### config.mk
export PLATFORM = sky130hd
export DESIGN_NAME = clk_div_prog
export DESIGN_NICKNAME = d
export VERILOG_FILES = /design/src/rtl/clk_div_pkg.sv /design/src/rtl/clk_div_chan.sv /design/src/rtl/clk_div_prog.sv
export SDC_FILE = /design/constraint.sdc
export NUM_CORES = 1
export LEC_CHECK = 0
export ABC_AREA = 0
export BUFFER_PORTS_ARGS = -buffer_cell sky130_fd_sc_hd__buf_2
export CORE_MARGIN = 2
export CORE_UTILIZATION = 45
export DETAILED_ROUTE_END_ITERATION = 10
export REMOVE_ABC_BUFFERS = 1
export SLEW_MARGIN = 20
export SYNTH_ARGS = -nofsm -noshare
export SYNTH_HDL_FRONTEND = slang
export SYNTH_SLANG_ARGS = --single-unit
export TNS_END_PERCENT = 100
### constraint.sdc
create_clock -name clk_in -period 13.2 [get_ports clk_in]
set_input_delay 2.64 -clock clk_in [delete_from_list [all_inputs] [get_ports clk_in]]
set_output_delay 2.64 -clock clk_in [all_outputs]
set_load 0.03 [all_outputs]
### src/rtl/clk_div_pkg.sv
// clk_div_pkg: shared limits, reset divisor, channel settings type and helpers
//   NUM_CH_MIN/MAX, WIDTH_MIN/MAX : legal parameter ranges for clk_div_prog
//   DEF_DIV                       : post-reset divisor (high count is DEF_DIV/2)
//   chan_cfg_t                    : one channel's {div, high} setting pair
package clk_div_pkg;
    localparam int NUM_CH_MIN = 1;
    localparam int NUM_CH_MAX = 8;
    localparam int WIDTH_MIN  = 4;
    localparam int WIDTH_MAX  = 32;
    localparam int DEF_DIV    = 10;

    typedef logic [WIDTH_MAX-1:0] word_t;

    // Settings are carried at the maximum width; narrower channels
    // zero-extend into it so every comparison is done at one width.
    typedef struct packed {
        word_t div;
        word_t high;
    } chan_cfg_t;

    // A divisor below 2 cannot form a period, so it runs as 2.
    function automatic word_t eff_div(input word_t d);
        return (d < word_t'(2)) ? word_t'(2) : d;
    endfunction
endpackage

### src/rtl/clk_div_chan.sv
// clk_div_chan: one programmable divider channel with glitch-free reload
//   clk_in   : clock, all logic on rising edge
//   rst      : asynchronous active-high reset
//   en       : run enable
//   load     : one-cycle request to capture div_in/high_in
//   div_in   : requested period in clk_in cycles
//   high_in  : requested high-phase length in clk_in cycles
//   clk_out  : registered divided clock
//   tick     : pulse coincident with each 0->1 of clk_out
//   load_ack : pulse in the first cycle new settings are active
module clk_div_chan #(
    parameter int WIDTH   = 16,
    parameter int DEF_DIV = 10
) (
    input  logic             clk_in,
    input  logic             rst,
    input  logic             en,
    input  logic             load,
    input  logic [WIDTH-1:0] div_in,
    input  logic [WIDTH-1:0] high_in,
    output logic             clk_out,
    output logic             tick,
    output logic             load_ack
);
    import clk_div_pkg::*;

    localparam chan_cfg_t RST_CFG = '{div: word_t'(DEF_DIV), high: word_t'(DEF_DIV / 2)};

    chan_cfg_t        act;
    chan_cfg_t        shd;
    chan_cfg_t        req;
    chan_cfg_t        nxt;
    logic             pend;
    logic             wrap;
    logic             upd;
    logic             hi;
    logic [WIDTH-1:0] cnt;

    // Settings change only at a period boundary (wrap) or while stopped,
    // so a running output never sees a partial period. A load landing on
    // the wrap itself is applied directly instead of going through shadow.
    always_comb begin
        req  = '{div: word_t'(div_in), high: word_t'(high_in)};
        nxt  = load ? req : shd;
        wrap = en && (word_t'(cnt) == eff_div(act.div) - word_t'(1));
        upd  = (wrap && (pend || load)) || (!en && pend);
        hi   = en && (word_t'(cnt) < act.high);
    end

    always_ff @(posedge clk_in or posedge rst) begin
        if (rst) begin
            cnt      <= '0;
            act      <= RST_CFG;
            shd      <= RST_CFG;
            pend     <= 1'b0;
            clk_out  <= 1'b0;
            tick     <= 1'b0;
            load_ack <= 1'b0;
        end else begin
            cnt      <= (!en || wrap) ? '0 : cnt + 1'b1;
            clk_out  <= hi;
            tick     <= hi && !clk_out;
            load_ack <= upd;
            if (upd) begin
                act  <= nxt;
                shd  <= nxt;
                pend <= 1'b0;
            end else if (load) begin
                shd  <= req;
                pend <= 1'b1;
            end
        end
    end
endmodule

### src/rtl/clk_div_prog.sv
// clk_div_prog: NUM_CH independent programmable clock dividers
//   clk_in   : clock, all logic on rising edge
//   rst      : asynchronous active-high reset
//   en       : per-channel run enable
//   load     : per-channel one-cycle settings capture request
//   div_val  : per-channel period, channel i at [i*WIDTH +: WIDTH]
//   high_val : per-channel high-phase length, same slicing
//   clk_out  : per-channel registered divided clock
//   tick     : per-channel rising-edge pulse of clk_out
//   load_ack : per-channel pulse when new settings become active
module clk_div_prog #(
    parameter int NUM_CH  = 2,
    parameter int WIDTH   = 16,
    parameter int DEF_DIV = clk_div_pkg::DEF_DIV
) (
    input  logic                    clk_in,
    input  logic                    rst,
    input  logic [NUM_CH-1:0]       en,
    input  logic [NUM_CH-1:0]       load,
    input  logic [NUM_CH*WIDTH-1:0] div_val,
    input  logic [NUM_CH*WIDTH-1:0] high_val,
    output logic [NUM_CH-1:0]       clk_out,
    output logic [NUM_CH-1:0]       tick,
    output logic [NUM_CH-1:0]       load_ack
);
    import clk_div_pkg::*;

    genvar i;
    for (i = 0; i < NUM_CH; i++) begin : g_ch
        clk_div_chan #(
            .WIDTH  (WIDTH),
            .DEF_DIV(DEF_DIV)
        ) u_chan (
            .clk_in  (clk_in),
            .rst     (rst),
            .en      (en[i]),
            .load    (load[i]),
            .div_in  (div_val[i*WIDTH +: WIDTH]),
            .high_in (high_val[i*WIDTH +: WIDTH]),
            .clk_out (clk_out[i]),
            .tick    (tick[i]),
            .load_ack(load_ack[i])
        );
    end
endmodule

==> results of run 1 <==
==> where the power goes <==
group          total [µW]  internal (µW)  switching, µW
logic                 857            307            549
registers            1120           1010            109
clock network        1080            664            412
total                3050           1980           1070
==> worst max-delay path: cells and delay by family (launching register included) <==
family          cells  cell delay [ps]
xor+xnor            1              180
flops               1              470
fa+ha+maj           1              210
simple gates        9             3130
compound gates      2             1010
buf+inv             1              570
==> worst paths after layout <==
path / end / slack [ps] / depth (start not counted)
max: g_ch[1].u_chan.cnt[13] / 7470 / 14
min: g_ch[1].u_chan.tick / 440 / 1
max reg2reg: g_ch[1].u_chan.cnt[13] / 7470 / 14
min reg2reg: g_ch[1].u_chan.tick / 440 / 1
max in group asynchronous: g_ch[0].u_chan.act[59] / 9440 / 4
min in group asynchronous: g_ch[1].u_chan.shd[17] / 2250 / 2
==> per-stage QoR <==
stage	setup slack (ps)	cell area, µm²	utilization, %	power [µW]	std cells
2_1_floorplan	2410	17100	-	1710	1822
3_3_place_gp	7610	18400	46.5	1970	2443
3_5_place_dp	7530	18400	46.5	1990	2443
4_1_cts	7490	19600	49.8	3080	2509
5_1_grt	6820	19700	49.9	3230	2510
6_report	7470	19700	49.9	3050	2510
==> cells in the mapped netlist, drive strengths merged, types with 35 or more instances <==
cell type  number
nand2          76
dfrtp         280
nor4           60
buf            43
inv           106
nand2b        100
a21oi          52
clkbuf        142
nor2          108
o21ai          38
mux2           67
nand3         145
or4            35
or3            68
nor3          223
==> cell type report <==
class	count	area (µm²)	area share (%)
Clock inverter	10	170	0.865
Timing Repair Buffer	97	578	2.94
Clock buffer	56	1120	5.69
Sequential cell	296	7430	37.7
Multi-Input combinational cell	1420	9320	47.4
Tap cell	525	657	3.34
Inverter	106	405	2.06
==> logic make-up after synthesis <==
group                    after synthesis  share of synthesized area, %
AO/OA/AOI/OAI                        297                          12.4
XOR/XNOR                              63                          3.09
adder cells (fa/ha/maj)               34                          2.38
buffers and inverters                291                          6.60
flip-flops                           296                          41.5
multiplexers                          74                          4.61
AND/OR/NAND/NOR                      952                          29.4
==> state kept, by name, indices dropped and copies added (netlist names) <==
signal                count
g_ch.u_chan.act         128
g_ch.u_chan.clk_out       2
g_ch.u_chan.cnt          32
g_ch.u_chan.load_ack      2
g_ch.u_chan.pend          2
g_ch.u_chan.shd         128
g_ch.u_chan.tick          2
==> routing by layer <==
layer	GRT usage, %	up-vias
li1	-	7182
met1	28.8	7288
met2	37.0	331
met3	3.66	77
met4	7.30	0
met5	0	-
==> placed cells by master (no fill, tap or decap), types with 28 or more instances in the layout <==
| cell type | instances |
|---|---|
| dfrtp_1 | 280 |
| nor3_1 | 222 |
| nand3_1 | 145 |
| nor2_1 | 108 |
| inv_1 | 105 |
| nand2b_1 | 100 |
| nand2_1 | 75 |
| buf_2 | 73 |
| mux2_2 | 67 |
| or3_1 | 67 |
| nor4_1 | 55 |
| a21oi_1 | 50 |
| clkbuf_16 | 38 |
| ha_1 | 34 |
| or4_1 | 33 |
| xor2_1 | 33 |
| a311o_1 | 33 |
| a31oi_1 | 30 |
| xnor2_1 | 30 |
| o21ai_0 | 29 |
| and3_1 | 28 |
==> qor.yml, run 1 <==
outcome: "completed"
ys_ff_latch: 296
syn_area_um2: 17900
cp_max_fo: 63
power.leakage_uw: 0.00884
antennaDiodeCount: 0
final_hold_viol_count: 0
grtUsageTotal_pct: 22.0
whs_ps: 436
rsz0062_at_grt: "false"
grt_max_degree: 185
worst-endpoint-arrival_ps: 6130
reg2reg_from: "g_ch[1].u_chan.act[36]"
dr_wl_met2_mm: 21.4
p_per_area_nw_per_um2: 155
drive_above_1_share_pct: 13.3
nNetsFinal: 2061
setup_violations: 0
endpoint_kind: "flip-flop"
initial_utilization_pct: 45.3
cp-start-kind: "flip-flop"
htreeDepth: 2
totalNegativeSetupSlack_ps: 0
drv_cap: 0
overflow: 0
wl_per_cell_um: 17.7
cts.repair.resized: 0
gp_congestion: 0.914
synth_ff_type: "dfrtp_1"
path_cells: "or4_4 -> nor3_1 -> nand3_1 -> nand2_1 -> ha_1 -> nor3b_1 -> nand4_1 -> xnor2_1 -> a2111oi_0 -> and4_1 -> nand4_4 -> buf_4 -> o21ai_2 -> nor2_1"
post_cts_buffers: 0
drt_iter0_markers: 902
clkTransAtPathRegs_ps: 60
worst_slew_pin_slew_ps: 931
path_class: "flip-flop to flip-flop"
core.rowCount: 73
syn_inst: 2007
cts-root-buf: "clkbuf_16"
viasPerCell: 5.93
dp_hpwl_mm: 27.1
fin_crit_sh_pct: 43.4
drv_slew: 0
synth_edf_count: 0
drc_errors: 0
clock_path_buffers: 3
cts_made_buffers: 36
syn_avg_cell_area_um2: 8.91
cpPeakStageDelay_ps: 660
drt-met1-wl_mm: 20.0
io_pins: 76
wl_mm: 44.5
met3WireLength_mm: 1.94
synthArstFlopShare_pct: 100
slew_headroom_pct: 37.9
top_layer_used: "met4"
seq_area_frac_synth_pct: 41.5
layout_min_cycle_time_ps: 5730
synth_top_cell_area_share_pct: 39.2
postCtsHoldBufs: 0
grt_pass1_vias: 14500
irDropWorstVdd_v: 0.000116
antenna_left: 0
hold_path.startpoint: "g_ch[1].u_chan.clk_out"
die_w_um: 203
port_buffers: 75
yosys_warnings: 0
firstDrtPassIters: 5
cts.sinks: 296
critPathSlowestCell: "nor3b_1"
hold_class: "flip-flop to flip-flop"
antenna_found_initial: 0
die-area_um2: 41300
nFillCells: 3722
cts_tree: "done"
crit_start: "g_ch[1].u_chan.act[36]"
fmax_ghz: 0.175
synth_area_leaders: "dfrtp_1, nor3_1, mux2_2, nand3_1, nand2b_1"
required_ps: 13600
skew_ps: 25.9
syn_to_final_growth_pct: 10.0
core-area_um2: 39500
num_vias: 14900
synth_top_area_cell: "dfrtp_1"
die_y_um: 203
grt_pass1_wl_mm: 75.2
clk_latency_ps: 560
ys_types: 75
Note: power is estimated with default switching activity, not from simulation.
==> inputs of run 2 (changes only) <==
clock period = 5.6 ns   (was 13.2 ns; I/O delays follow)
==> run 2 against run 1 <==
Critical path depth increased by 2. Worst setup slack got worse by 6700 ps. Clock skew decreased by 7.8 ps. Global-route usage decreased by 0.056 points. Fmax increased by 18%. Sequential share of layout area decreased by 0.089 points.
==> qor.yml, run 2 (synthesis results as in run 1) <==
top_regs: "g_ch.u_chan.act: 128 flops, g_ch.u_chan.shd: 128 flops, g_ch.u_chan.cnt: 32 flops"
clk_latency_ps: 550
gp_congestion: 0.921
firstDrtPassIters: 6
grt_pass1_wl_mm: 75.6
worst-endpoint-arrival_ps: 5320
die_w_um: 203
nNetsFinal: 2078
fin_crit_sh_pct: 86.8
p_total_uw: 7060
rsz0062_at_grt: "false"
totalNegativeSetupSlack_ps: 0
grt_pass1_vias: 14700
post_cts_buffers: 0
dr_wl_met2_mm: 21.3
overflow: 0
clkTransAtPathRegs_ps: 60
setup_violations: 0
layout_setup_ws_ps: 737
whs_ps: 418
postCtsHoldBufs: 0
cp_max_fo: 49
cts.sinks: 296
cts_tree: "done"
final_common_cell: "dfrtp_1"
drc_errors: 0
die_y_um: 203
initial_utilization_pct: 45.3
drv_slew: 0
io_pins: 76
pre_cts_ws_ps: 795
power.leakage_uw: 0.00887
path_class: "flip-flop to flip-flop"
met3WireLength_mm: 1.96
irDropWorstVdd_v: 0.000269
top_layer_used: "met4"
cts.repair.resized: 0
die-area_um2: 41300
endpoint_kind: "flip-flop"
cp-start-kind: "flip-flop"
clock_path_buffers: 3
drive_above_1_share_pct: 13.8
wl_per_cell_um: 17.6
syn_to_final_growth_pct: 10.3
layout_min_cycle_time_ps: 4860
skew_ps: 18.1
dp_hpwl_mm: 28.0
mostFrequentLayoutCells: "dfrtp_1, nor3_1, nand3_1"
core.rowCount: 73
slew_headroom_pct: 38.2
drt-met1-wl_mm: 20.1
hold_class: "flip-flop to flip-flop"
antenna_found_initial: 0
worst_slew_pin_slew_ps: 927
port_buffers: 75
outcome: "completed"
grtUsageTotal_pct: 21.9
wl_mm: 44.5
num_vias: 14900
core-area_um2: 39500
viasPerCell: 5.91
grt_max_degree: 157
htreeDepth: 2
drt_iter0_markers: 830
drv_cap: 0
cts-root-buf: "clkbuf_16"
cts_made_buffers: 36
fmax_ghz: 0.206
required_ps: 6060
antennaDiodeCount: 0
antenna_left: 0
final_hold_viol_count: 0
p_per_area_nw_per_um2: 358
final_util_pct: 50.0
[run 2: changes by cell type in the layout (fill, tap and decap cells not counted), moves of 2 or more]
cell,change
buf_12,+4
clkbuf_8,-2
clkbuf_1,+6
bufinv_16,-2
a21o_1,-2
buf_4,+14
inv_6,+2
a21o_2,+2
[run 2: final cells by class]
class	instances	area [µm²]
Timing Repair Buffer	114	736
Clock buffer	59	1090
Fill cell	3747	19700
Inverter	106	405
Multi-Input combinational cell	1420	9310
Clock inverter	7	95.1
Tap cell	525	657
Sequential cell	296	7430
[run 2: through the flow]
stage	std cells	area, µm²
after floorplan	1822	17100
after detailed placement	2461	18500
final	2527	19700
after global placement	2461	18500
after CTS	2527	19700
after global routing	2527	19700
[run 2: path summary, 6_finish.rpt]
kind	startpoint	to	cells past startpoint	slack [ps]
min in group asynchronous	rst	g_ch[0].u_chan.act[16]	2	760
setup reg to reg	g_ch[0].u_chan.act[34]	g_ch[0].u_chan.act[14]	16	740
hold reg to reg	g_ch[1].u_chan.clk_out	g_ch[1].u_chan.tick	1	420
hold / removal	g_ch[1].u_chan.clk_out	g_ch[1].u_chan.tick	1	420
setup / recovery	g_ch[0].u_chan.act[34]	g_ch[0].u_chan.act[14]	16	740
max in group asynchronous	rst	g_ch[1].u_chan.act[0]	3	3740
[run 2: worst max-delay path, cell delays in order, from the launching register on]
cell	delay, ps
dfrtp_1	500
or4_1	540
nor4b_2	260
buf_4	190
nand3_1	180
nand2_1	130
ha_1	220
nor4b_2	220
buf_4	180
nand4_1	150
o21ai_0	180
or3b_1	380
nor4_1	540
nand4_1	260
buf_4	370
o211a_1	280
nor3_1	190
[run 2: routing by layer]
layer  up-vias  global-route usage (%)
met5         -                       0
met4         0                    7.61
met3        80                    3.53
li1       7212                       -
met2       309                    36.6
met1      7321                    28.9
[run 2: where the power goes]
part	switching, µW	internal (µW)	leakage, µW	total (µW)
Combinational	1290	783	0.00445	2070
Sequential	258	2380	0.00384	2640
Clock	932	1420	0.000575	2350
==> inputs of run 3 (changes only) <==
--- a/config.mk
+++ b/config.mk
@@ -8,3 +8,2 @@
 export ABC_AREA = 0
-export BUFFER_PORTS_ARGS = -buffer_cell sky130_fd_sc_hd__buf_2
 export CORE_MARGIN = 2
@@ -12,2 +11,3 @@
 export DETAILED_ROUTE_END_ITERATION = 10
+export DONT_BUFFER_PORTS = 1
 export REMOVE_ABC_BUFFERS = 1
==> constraint.sdc (replaced) <==
create_clock -name clk_in -period 5.6 [get_ports clk_in]
set_input_delay 0.84 -clock clk_in [delete_from_list [all_inputs] [get_ports clk_in]]
set_output_delay 0.84 -clock clk_in [all_outputs]
set_load 0.03 [all_outputs]
==> run 3 against run 2 <==
Fmax fell by 3.5%. Non-clock buffer count down 80. First-iteration DRC count up 8.2%. Clock skew shrank 7.6 ps. Hold slack got worse by 140 ps. Largest cell class unchanged.
==> qor.yml, run 3 (synthesis results as in run 1) <==
finish.instance_area_um2: 19300
core-area_um2: 39500
outcome: "completed"
final_util_pct: 49.0
slew_headroom_pct: 30.9
die_w_um: 203
layout_min_cycle_time_ps: 5040
antennaDiodeCount: 0
skew_ps: 10.5
cpPeakStageDelay_ps: 690
hold_class: "input pin to async pin"
grt_pass1_vias: 14400
clock_path_buffers: 3
num_vias: 14600
viasPerCell: 5.96
p_total_uw: 7050
cp-start-kind: "flip-flop"
required_ps: 6080
htreeDepth: 2
nNetsFinal: 1999
path_cells: "or4_4 -> nor3_1 -> nand3_1 -> nand2_1 -> ha_1 -> nor3b_1 -> nand3_1 -> o32a_1 -> a311oi_1 -> nand2_4 -> buf_12 -> or4_1 -> nand3_1"
layout_setup_ws_ps: 559
drt_iter0_markers: 898
top_regs: "g_ch.u_chan.act: 128 flops, g_ch.u_chan.shd: 128 flops, g_ch.u_chan.cnt: 32 flops"
initial_utilization_pct: 45.3
post_cts_buffers: 0
drive_above_1_share_pct: 10.6
drc_errors: 0
endpoint_kind: "flip-flop"
io_pins: 76
antenna_left: 0
wl_per_cell_um: 18.1
fmax_ghz: 0.198
grt_max_degree: 171
grt_pass1_wl_mm: 75.1
overflow: 0
irDropWorstVdd_v: 0.000248
drv_slew: 0
crit_start: "g_ch[1].u_chan.act[36]"
pre_cts_ws_ps: 548
dp.cells: 2381
core.rowCount: 73
worst-endpoint-arrival_ps: 5520
clk_latency_ps: 550
cp_max_fo: 80
postCtsHoldBufs: 0
placed_area_um2: 18100
setup_violations: 0
port_buffers: 0
antenna_found_initial: 0
critPathSlowestCell: "nor3b_1"
die-area_um2: 41300
crit_top_cell: "nand3_1"
cts.repair.resized: 0
clkTransAtPathRegs_ps: 60
mostFrequentLayoutCells: "dfrtp_1, nor3_1, nand3_1"
cts_tree: "done"
final_hold_viol_count: 0
ff2ff_setup_slack_ps: 560
cts-root-buf: "clkbuf_16"
final_common_cell: "dfrtp_1"
dp_hpwl_mm: 27.2
wl_mm: 44.4
syn_to_final_growth_pct: 8.16
cts_made_buffers: 37
reg2reg_from: "g_ch[1].u_chan.act[36]"
worst_slew_pin_slew_ps: 1030
final_cells: 2447
power.leakage_uw: 0.00859
p_per_area_nw_per_um2: 365
rsz0062_at_grt: "false"
path_class: "flip-flop to flip-flop"
drv_cap: 0
grtUsageTotal_pct: 21.9
gp_congestion: 0.911
cts.sinks: 296
die_y_um: 203
fin_crit_sh_pct: 90.0
firstDrtPassIters: 5
-- run 3: cell types whose count changed in the layout (fill, tap and decap cells not counted), sizes merged --
| cell | before | now |
|---|---|---|
| buf | 114 | 34 |
| inv | 108 | 107 |
| clkinv | 2 | 8 |
| clkbuf | 59 | 56 |
| bufinv | 2 | 1 |
| clkinvlp | 1 | 0 |
-- run 3: per-stage QoR --
stage,setup TNS [ps],hold slack (ps)
after global routing,0,355
after global placement,0,462
after CTS,0,320
after floorplan,-1110380,443
final,0,277
after detailed placement,0,469
-- run 3: critical path, delay by kind of cell, from the launching register on --
| kind | cells | cell delay [ps] |
|---|---|---|
| buffers and inverters | 1 | 300 |
| AOI/OAI and AO/OA | 2 | 830 |
| and+or+nand+nor | 9 | 3130 |
| DFF | 1 | 470 |
| adders and majority gates | 1 | 200 |
-- run 3: final timing paths --
| kind | depth (start not counted) | endpoint |
|---|---|---|
| worst max-delay path | 13 | g_ch[1].u_chan.act[29] |
| worst min-delay path | 1 | g_ch[1].u_chan.act[20] |
| worst max register to register | 13 | g_ch[1].u_chan.act[29] |
| worst min register to register | 2 | g_ch[1].u_chan.shd[55] |
| max in group asynchronous | 2 | g_ch[0].u_chan.shd[42] |
| min in group clk_in | 1 | g_ch[1].u_chan.shd[62] |
-- run 3: area by class of cell --
cell class	instances	area, µm²
clock buffer	56	1160
clock inverter	10	86.3
fill	3755	20100
inverter	106	405
multi-input combinational	1420	9310
sequential	296	7430
tap	525	657
timing repair buffer	34	293
-- run 3: power breakdown --
part / switching (µW) / internal, µW / total, µW
clock: 951 / 1470 / 2430
sequential: 278 / 2380 / 2660
combinational: 1220 / 742 / 1960
-- run 3: metal layers --
metal,up-vias,share of wire (%),global-route usage [%]
met4,0,2.3,6.54
met3,64,3.9,3.77
met5,-,0,0
met1,7194,46,28.9
met2,260,48,36.9
li1,7061,-,-
